File: config.mk
export PLATFORM = sky130hd
export DESIGN_NAME = prng_xoshiro_sched
export DESIGN_NICKNAME = d
export VERILOG_FILES = /design/src/rtl/prng_xoshiro_sched.sv
export SDC_FILE = /design/constraint.sdc
export NUM_CORES = 1
export LEC_CHECK = 0
export CAP_MARGIN = 20
export CORE_AREA = 10 10 348 350
export DETAILED_ROUTE_END_ITERATION = 6
export DIE_AREA = 0 0 358 360
export SLEW_MARGIN = 5
export SYNTH_ARGS = -nofsm -noshare
export SYNTH_HDL_FRONTEND = slang
export SYNTH_SLANG_ARGS = --single-unit
File: constraint.sdc
create_clock -name i_clk -period 4.35 [get_ports i_clk]
set_input_delay 0.435 -clock i_clk [delete_from_list [all_inputs] [get_ports i_clk]]
set_output_delay 0.435 -clock i_clk [all_outputs]
set_load 0.02 [all_outputs]
File: src/rtl/prng_xoshiro_sched.sv
// Seed/warm-up sequencer and round-robin word arbiter for an external xoshiro256+ core.
// Optional 2^128 jump sequencing is compiled in with `define PRNG_XOSHIRO_SCHED_JUMP_EN.
module prng_xoshiro_sched #(
  parameter int N_REQ  = 4,
  parameter int WARMUP = 16
) (
  input  logic               i_clk,
  input  logic               i_rst,
  input  logic               i_seedReq,
  input  logic [255:0]       i_seed,
  input  logic [N_REQ-1:0]   i_req,
  output logic [N_REQ-1:0]   o_gnt,
  output logic [63:0]        o_data,
  output logic               o_seeded,
  output logic               o_busy,
  output logic               o_prngCg,
  output logic               o_prngSeedValid,
  output logic [255:0]       o_prngSeed,
  input  logic [255:0]       i_prngState,
  input  logic [63:0]        i_prngResult
`ifdef PRNG_XOSHIRO_SCHED_JUMP_EN
  ,
  input  logic               i_jumpReq
`endif
);

  localparam int PW = $clog2(N_REQ);
  localparam int CW = (WARMUP > 1) ? $clog2(WARMUP) : 1;
  localparam logic [CW-1:0] WARM_LAST = CW'(WARMUP - 1);

`ifdef PRNG_XOSHIRO_SCHED_JUMP_EN
  typedef enum logic [2:0] {
    ST_UNSEEDED, ST_SEED, ST_WARM, ST_RUN, ST_JUMP, ST_JLOAD
  } state_t;
  // Bit k selects whether the k-th visited state is folded into the jump accumulator.
  localparam logic [255:0] JUMP_POLY = {64'h39abdc4529b1661c, 64'ha9582618e03fc9aa,
                                        64'hd5a61266f0c9392c, 64'h180ec6d33cfd0aba};
`else
  typedef enum logic [1:0] {
    ST_UNSEEDED, ST_SEED, ST_WARM, ST_RUN
  } state_t;
`endif

  state_t            state;
  logic [PW-1:0]     ptr;
  logic [PW-1:0]     win;
  logic [N_REQ-1:0]  gnt_raw;
  logic              hit;
  logic              run;
  logic              any_gnt;
  logic              prng_busy;
  logic [CW-1:0]     warm_cnt;
  logic              seeded_q;
  logic              busy_q;
  logic [255:0]      seed_q;

`ifdef PRNG_XOSHIRO_SCHED_JUMP_EN
  logic [255:0]      acc;
  logic [7:0]        jmp_cnt;
`else
  logic              unused_state;
  assign unused_state = ^i_prngState;
`endif

  function automatic logic [PW-1:0] rot_idx(input logic [PW-1:0] p, input int i);
    int s = int'(p) + i;
    if (s >= N_REQ) s = s - N_REQ;
    return PW'(s);
  endfunction

  // Handshake: i_req is a level request; a high o_gnt bit is the same-cycle acceptance,
  // the requester takes o_data in that cycle and the word is never offered again.
  always_comb begin
    gnt_raw = '0;
    win     = '0;
    hit     = 1'b0;
    for (int i = 0; i < N_REQ; i++) begin
      if (!hit && i_req[rot_idx(ptr, i)]) begin
        hit                      = 1'b1;
        gnt_raw[rot_idx(ptr, i)] = 1'b1;
        win                      = rot_idx(ptr, i);
      end
    end
  end

  assign run     = (state == ST_RUN);
  assign o_gnt   = run ? gnt_raw : '0;
  assign any_gnt = |o_gnt;
  assign o_data  = i_prngResult;

`ifdef PRNG_XOSHIRO_SCHED_JUMP_EN
  assign prng_busy       = (state == ST_SEED) || (state == ST_WARM) ||
                           (state == ST_JUMP) || (state == ST_JLOAD);
  assign o_prngSeedValid = (state == ST_SEED) || (state == ST_JLOAD);
  assign o_prngSeed      = (state == ST_JLOAD) ? acc : seed_q;
`else
  assign prng_busy       = (state == ST_SEED) || (state == ST_WARM);
  assign o_prngSeedValid = (state == ST_SEED);
  assign o_prngSeed      = seed_q;
`endif

  // The core advances only while sequencing or when a word is actually consumed.
  assign o_prngCg = prng_busy | any_gnt;
  assign o_seeded = seeded_q;
  assign o_busy   = busy_q;

  always_ff @(posedge i_clk) begin
    if (i_rst) begin
      state    <= ST_UNSEEDED;
      ptr      <= '0;
      warm_cnt <= '0;
      seeded_q <= 1'b0;
      busy_q   <= 1'b0;
      seed_q   <= '0;
`ifdef PRNG_XOSHIRO_SCHED_JUMP_EN
      acc      <= '0;
      jmp_cnt  <= '0;
`endif
    end else begin
      if (any_gnt) ptr <= (win == PW'(N_REQ - 1)) ? '0 : win + PW'(1);
      if (i_seedReq) begin
        seed_q   <= i_seed;
        state    <= ST_SEED;
        seeded_q <= 1'b0;
        busy_q   <= 1'b1;
      end else begin
        case (state)
          ST_UNSEEDED: state <= ST_UNSEEDED;
          ST_SEED: begin
            state    <= ST_WARM;
            warm_cnt <= WARM_LAST;
          end
          ST_WARM: begin
            if (warm_cnt == '0) begin
              state    <= ST_RUN;
              seeded_q <= 1'b1;
              busy_q   <= 1'b0;
            end else begin
              warm_cnt <= warm_cnt - CW'(1);
            end
          end
          ST_RUN: begin
`ifdef PRNG_XOSHIRO_SCHED_JUMP_EN
            if (i_jumpReq) begin
              state    <= ST_JUMP;
              seeded_q <= 1'b0;
              busy_q   <= 1'b1;
              acc      <= '0;
              jmp_cnt  <= '0;
            end
`else
            state <= ST_RUN;
`endif
          end
`ifdef PRNG_XOSHIRO_SCHED_JUMP_EN
          ST_JUMP: begin
            if (JUMP_POLY[jmp_cnt]) acc <= acc ^ i_prngState;
            if (jmp_cnt == 8'hFF) state <= ST_JLOAD;
            jmp_cnt <= jmp_cnt + 8'd1;
          end
          // After loading the jumped state one advance makes its s0+s3 the next word.
          ST_JLOAD: begin
            state    <= ST_WARM;
            warm_cnt <= '0;
          end
`endif
          default: state <= ST_UNSEEDED;
        endcase
      end
    end
  end

endmodule

# After elaboration in Yosys (flattened, before gate mapping)
# Cells that the tools add are included.
# Widths: inputs -> output; s select.
[word_totals]
regBits = 266
output_inout_bits = 328
elab_cells = 110
[op_classes]
n_addsub = 9
order_cmp = 16
n_eq_ne = 7
n_mux = 45
bitwise = 5
reduce_logical = 21
[op_table]
columns = ["op", "n"]
rows = [
  ["$mux 2", 14],
  ["$lt 2x3->1 const B", 8],
  ["$mux 4", 6],
  ["$mux 1", 15],
  ["$or 4x4->4", 3],
  ["$ge 3x3->1 const B", 3],
  ["$bmux 1 s2", 4],
  ["$demux 1 s2", 4],
  ["$ge 2x1->1 const B", 4],
  ["$pmux 2 s4", 1],
  ["$pmux 4 s2", 1],
  ["$sub 2x1->2 const B", 4],
  ["$logic_and 1x1->1", 7],
  ["$add 2x2->3 const B", 2],
  ["$eq 2x2->1 const B", 3],
  ["$reduce_bool 2->1", 3],
  ["$logic_not 4->1", 1],
  ["$reduce_and 2->1", 2],
  ["$reduce_or 4->1", 1],
  ["$sub 4x1->4 const B", 1],
  ["$add 2x1->3 const B", 1],
  ["$ge 2x3->1 const B", 1],
  ["$logic_not 1->1", 3],
  ["$ne 3x2->1 const B", 1],
  ["10 further kinds", 10],
]

# Longest topological paths before layout
[depth]
word_depth = 23
mapped_depth = 11
ltp_nobuf = 9

# Least setup slack after synthesis
# OpenSTA, ideal clock, no wires.
[synth_timing]
kind = "register -> output"
from = "register ptr[1]"
to = "output port o_prngCg"
t_arrival_ps = 2514
t_required_ps = 3915
slack_ps = 1401
path_stages_with_launch = 12
n_path_buf = 2
path_cell_list = "dfxtp_1 -> buf_2 -> inv_1 -> ha_1 -> buf_6 -> or3b_1 -> a211o_1 -> o211ai_4 -> o41ai_1 -> nand3_2 -> nand2_2 -> nand2b_1"
[synth_via]
elab_chain_len = 17
word_cells_on_any_way = 66
[synth_rtl]
columns = ["element", "line", "rtl"]
rows = [
  ["start: declaration", "45", "logic [PW-1:0] ptr;"],
  ["start signal: assignment", "120", "if (any_gnt) ptr <= (win == PW'(N_REQ - 1)) ? '0 : win + PW'(1);"],
  ["$add 2x1->3 (tied with other cells)", "66", "int s = int'(p) + i;"],
  ["$ge 3x3->1 (tied with other cells)", "67", "if (s >= N_REQ) s = s - N_REQ;"],
  ["$mux 2 (tied with other cells)", "67", ""],
  ["$mux 2 (tied with other cells)", "78", "if (!hit && i_req[rot_idx(ptr, i)]) begin"],
  ["$lt 2x3->1 (implied by the code) (tied with other cells)", "80", "gnt_raw[rot_idx(ptr, i)] = 1'b1;"],
  ["$logic_and 1x1->1 (implied by the code) (tied with other cells)", "80", ""],
  ["$mux 1 (implied by the code) (tied with other cells)", "80", ""],
  ["$demux 1 s2 (tied with other cells)", "80", ""],
  ["$or 4x4->4 (no source line) / $logic_not 1->1 (equally long branches)", "-", ""],
  ["$mux 4 / $logic_and 1x1->1 (equally long branches)", "78", ""],
  ["$or 4x4->4 (no source line) / $mux 1 (equally long branches)", "-", ""],
  ["$mux 4 / $logic_not 1->1 (equally long branches)", "78", ""],
  ["$or 4x4->4 (no source line) / $logic_and 1x1->1 (equally long branches)", "-", ""],
  ["$mux 4 *", "78", ""],
  ["$mux 4 *", "87", "assign o_gnt = run ? gnt_raw : '0;"],
  ["$reduce_or 4->1 *", "88", "assign any_gnt = |o_gnt;"],
  ["$or 1x1->1 *", "103", "assign o_prngCg = prng_busy | any_gnt;"],
  ["end: declaration", "16", "output logic o_prngCg,"],
]
# Every way passes the cells marked *; elsewhere a longest branch is shown, timed or not. The select of a mux whose other input is x is not followed.

==> impl_metrics.py <==
metrics = {
    "outcome": {
        "status": "complete, no violations",
    },
    "drt": {
        "vias": 9019,
        "wirelength_mm": 55.3,
        "via_per_inst": 2.98,
        "m1WireLength_mm": 20.7,
        "dr.first_iter.drc_count": 471,
        "firstDrtPassIters": 4,
        "wl_per_cell_um": 18.3,
        "wl_met2_mm": 21.9,
        "wl_met3_mm": 10.1,
        "drc": 0,
        "ant_nets": 0,
        "dr.max_layer_used": "met5",
    },
    "setup_path": {
        "cp_cell_sequence": "inv_2, ha_4, mux4_1, nand2_1, o31ai_2, o32ai_1, nand3_2, nand2_2, nand2b_1, clkdlybuf4s50_1",
        "cp_max_fo": 14,
        "r2r_slack_ns": 1.53,
        "cp_data_required_time_ns": 3.91,
        "start_kind": "flop",
        "criticalPathCategory": "reg -> out",
        "crit_path_top_delay_cell": "mux4_1",
        "reg2reg_depth": 8,
        "cp-end-kind": "primary output",
        "worstPathArrival_ns": 3.67,
        "slowest_delay_ns": 0.68,
        "r2r-end": "ptr[1]$_SDFFE_PP0P_",
        "crit_path_end": "o_prngCg",
    },
    "die": {
        "io_pins": 911,
        "dieArea_um2": 129000,
        "chipWidth_um": 358,
        "initial_core_util": 0.0920,
        "core_um2": 114000,
        "die_h_um": 360,
        "row_count": 124,
    },
    "yosys": {
        "syn_inst": 1034,
        "yosysSeqAreaShare": 0.508,
        "synth-seq-cells": 266,
        "ys.warnings.count": 0,
        "synth_nets": 1629,
        "ys.flop_type": "dfxtp_1",
        "ys_async_sr_fraction": 0,
        "synth_edf_count": 0,
        "syn_avg_cell_area_um2": 10.1,
        "synth.distinct_cells": 49,
        "syn_area_um2": 10500,
    },
    "clock_network": {
        "cts_num_sinks": 266,
        "clock_latency_ns": 0.56,
        "cts_setup_buffers": 0,
        "root_buffer": "clkbuf_16",
        "cts.clk_slew.worst_paths_ns": 0.05,
        "cts_tree": "built",
        "clockBufferDepth": 3,
        "cts-buffers-inserted": 37,
        "htree_levels": 2,
    },
    "power": {
        "power_density_nw_per_um2": 379,
        "peakVddDrop_v": 0.000241,
        "leakage_nw": 7.14,
    },
    "timing": {
        "fmax_mhz": 244,
        "skew_ns": 0.000757,
        "finalHoldViolCount": 0,
        "post-route-period-util": 0.944,
        "layout_setup_ws_ns": 0.244,
        "fin_hold_ws_ns": 0.370,
        "tightest_slew_ns": 0.896,
        "report.final.slew_viol_count": 0,
        "slew_headroom": 0.403,
        "fin_crit_ns": 4.11,
        "rsz0062_at_grt": "false",
        "finalSetupViolCount": 0,
        "fin_tns_setup_ns": 0,
    },
    "placement": {
        "placed_cells": 2954,
        "pre_cts_ws_ns": 0.403,
        "hpwl_mm": 44.6,
        "gp_congestion": 0.739,
        "io_buffers": 526,
    },
    "finish": {
        "stdcell_count": 3022,
        "final_common_cell": "clkdlybuf4s50_1",
        "ff_latch_area_um2": 5330,
        "mostFrequentLayoutCells": "524 x clkdlybuf4s50_1, 273 x nor2_1, 264 x dfxtp_1",
        "fillers": 12768,
        "multi_input_area_um2": 4410,
        "areaGrowthSynthToFinish_pct": 75.1,
        "nets": 2077,
        "drive_above_1_share": 0.0557,
        "final_util": 0.161,
    },
    "flow_run": {
        "cap_violations": 0,
    },
    "min_path": {
        "hold_class": "in -> reg",
    },
    "grt": {
        "antenna_found_initial": 43,
        "grt_max_degree": 105,
        "grt_pass1_vias": 9302,
        "overflow": 0,
        "grt.total_usage": 0.0819,
        "grt_pass1_wl_mm": 74.6,
    },
}
-- flip-flops by register name (all words and copies together) (netlist names), named ones only --
name        flops
o_busy          1
o_prngSeed    256
o_seeded        1
ptr             1
state           2
warm_cnt        4
-- cells by family (layout without fill, tap and decap cells) --
group / Yosys count / after routing / synth area share
flip-flops: 266 / 266 / 0.508
multiplexers: 264 / 265 / 0.255
AND/OR/NAND/NOR: 309 / 309 / 0.118
AO/OA/AOI/OAI: 42 / 42 / 0.0288
XOR/XNOR: 1 / 1 / 0.000836
buffers and inverters: 140 / 613 / 0.0751
adder cells (fa/ha/maj): 12 / 12 / 0.0143
other: 0 / 2 / 0
-- worst max-delay path, delay by kind of cell (launching register included) --
| kind | cells | cell delay, ns |
|---|---|---|
| flip-flops | 1 | 0.51 |
| AND/OR/NAND/NOR | 4 | 0.47 |
| multiplexers | 1 | 0.68 |
| adder cells (fa/ha/maj) | 1 | 0.38 |
| buffers and inverters | 2 | 0.73 |
| AO/OA/AOI/OAI | 2 | 0.33 |
-- report_power, final --
part | leakage [nW] | switching [W] | internal (W)
combinational | 4.34 | 0.000570 | 0.000609
clock | 0.605 | 0.00121 | 0.00189
sequential | 2.20 | 0.0000828 | 0.00259
total | 7.14 | 0.00187 | 0.00509
-- synth_stat cells, types with 2 or more instances --
cell,count,area share
a21oi_1,12,0.0057
nor4_1,2,0.0012
a22oi_1,2,0.0014
a211oi_1,2,0.0014
nor2b_1,5,0.0030
o21ai_0,5,0.0024
buf_4,64,0.046
o211ai_1,2,0.0014
ha_1,12,0.014
nand2b_1,5,0.0030
dfxtp_1,266,0.51
nor2_1,273,0.098
mux2i_1,259,0.25
nand3_1,2,0.00096
nand3b_1,2,0.0014
nand2_1,10,0.0036
o32ai_1,2,0.0017
a21boi_1,2,0.0014
inv_1,9,0.0032
buf_6,2,0.0021
buf_2,5,0.0024
mux2_2,2,0.0021
and2_1,2,0.0012
buf_1,25,0.0090
o31ai_1,3,0.0021
a221oi_1,3,0.0025
clkbuf_1,34,0.012
-- worst min path at each step --
stage | endpoint | cells past startpoint | slack [ns] | start
2_1_floorplan | warm_cnt[0]$_SDFFE_PP0P_ | 1 | 0.45 | warm_cnt[0]$_SDFFE_PP0P_
3_3_place_gp | o_prngSeed[13]$_SDFFE_PP0P_ | 2 | 0.47 | o_prngSeed[13]$_SDFFE_PP0P_
3_5_place_dp | o_prngSeed[134]$_SDFFE_PP0P_ | 2 | 0.48 | o_prngSeed[134]$_SDFFE_PP0P_
4_1_cts | o_prngSeed[162]$_SDFFE_PP0P_ | 2 | 0.35 | i_rst
5_1_grt | o_prngSeed[149]$_SDFFE_PP0P_ | 2 | 0.39 | i_rst
6_report | o_prngSeed[162]$_SDFFE_PP0P_ | 2 | 0.37 | i_rst
-- final cells by class --
type / instances / share of cell area
multi-input combinational: 629 / 0.241
clock buffer: 52 / 0.0580
tap: 1512 / 0.103
antenna: 2 / 0.000273
inverter: 10 / 0.00205
timing repair buffer: 538 / 0.296
clock inverter: 13 / 0.00975
sequential: 266 / 0.290
-- routing by layer --
layer | GRT usage | vias to the layer above
li1 | - | 4286
met1 | 0.0873 | 4002
met2 | 0.115 | 487
met3 | 0.0692 | 176
met4 | 0.0348 | 68
met5 | 0 | -
-- repair_timing --
| item | CTS | global route |
|---|---|---|
| hold buffers | 0 | 0 |
| pin swaps | 0 | 0 |
| resized for setup | 3 | 3 |
| gates cloned | 0 | 1 |
| setup endpoints to repair | 2 | 1 |
-- metrics by stage --
stage               area (um2)  total power [W]
detailed placement       17000          0.00392
finish                   18300          0.00696
global placement         17000          0.00391
global route             18300          0.00729
floorplan                10500          0.00330
CTS                      18300          0.00715
No activity file was read; power rests on OpenSTA's default activity.
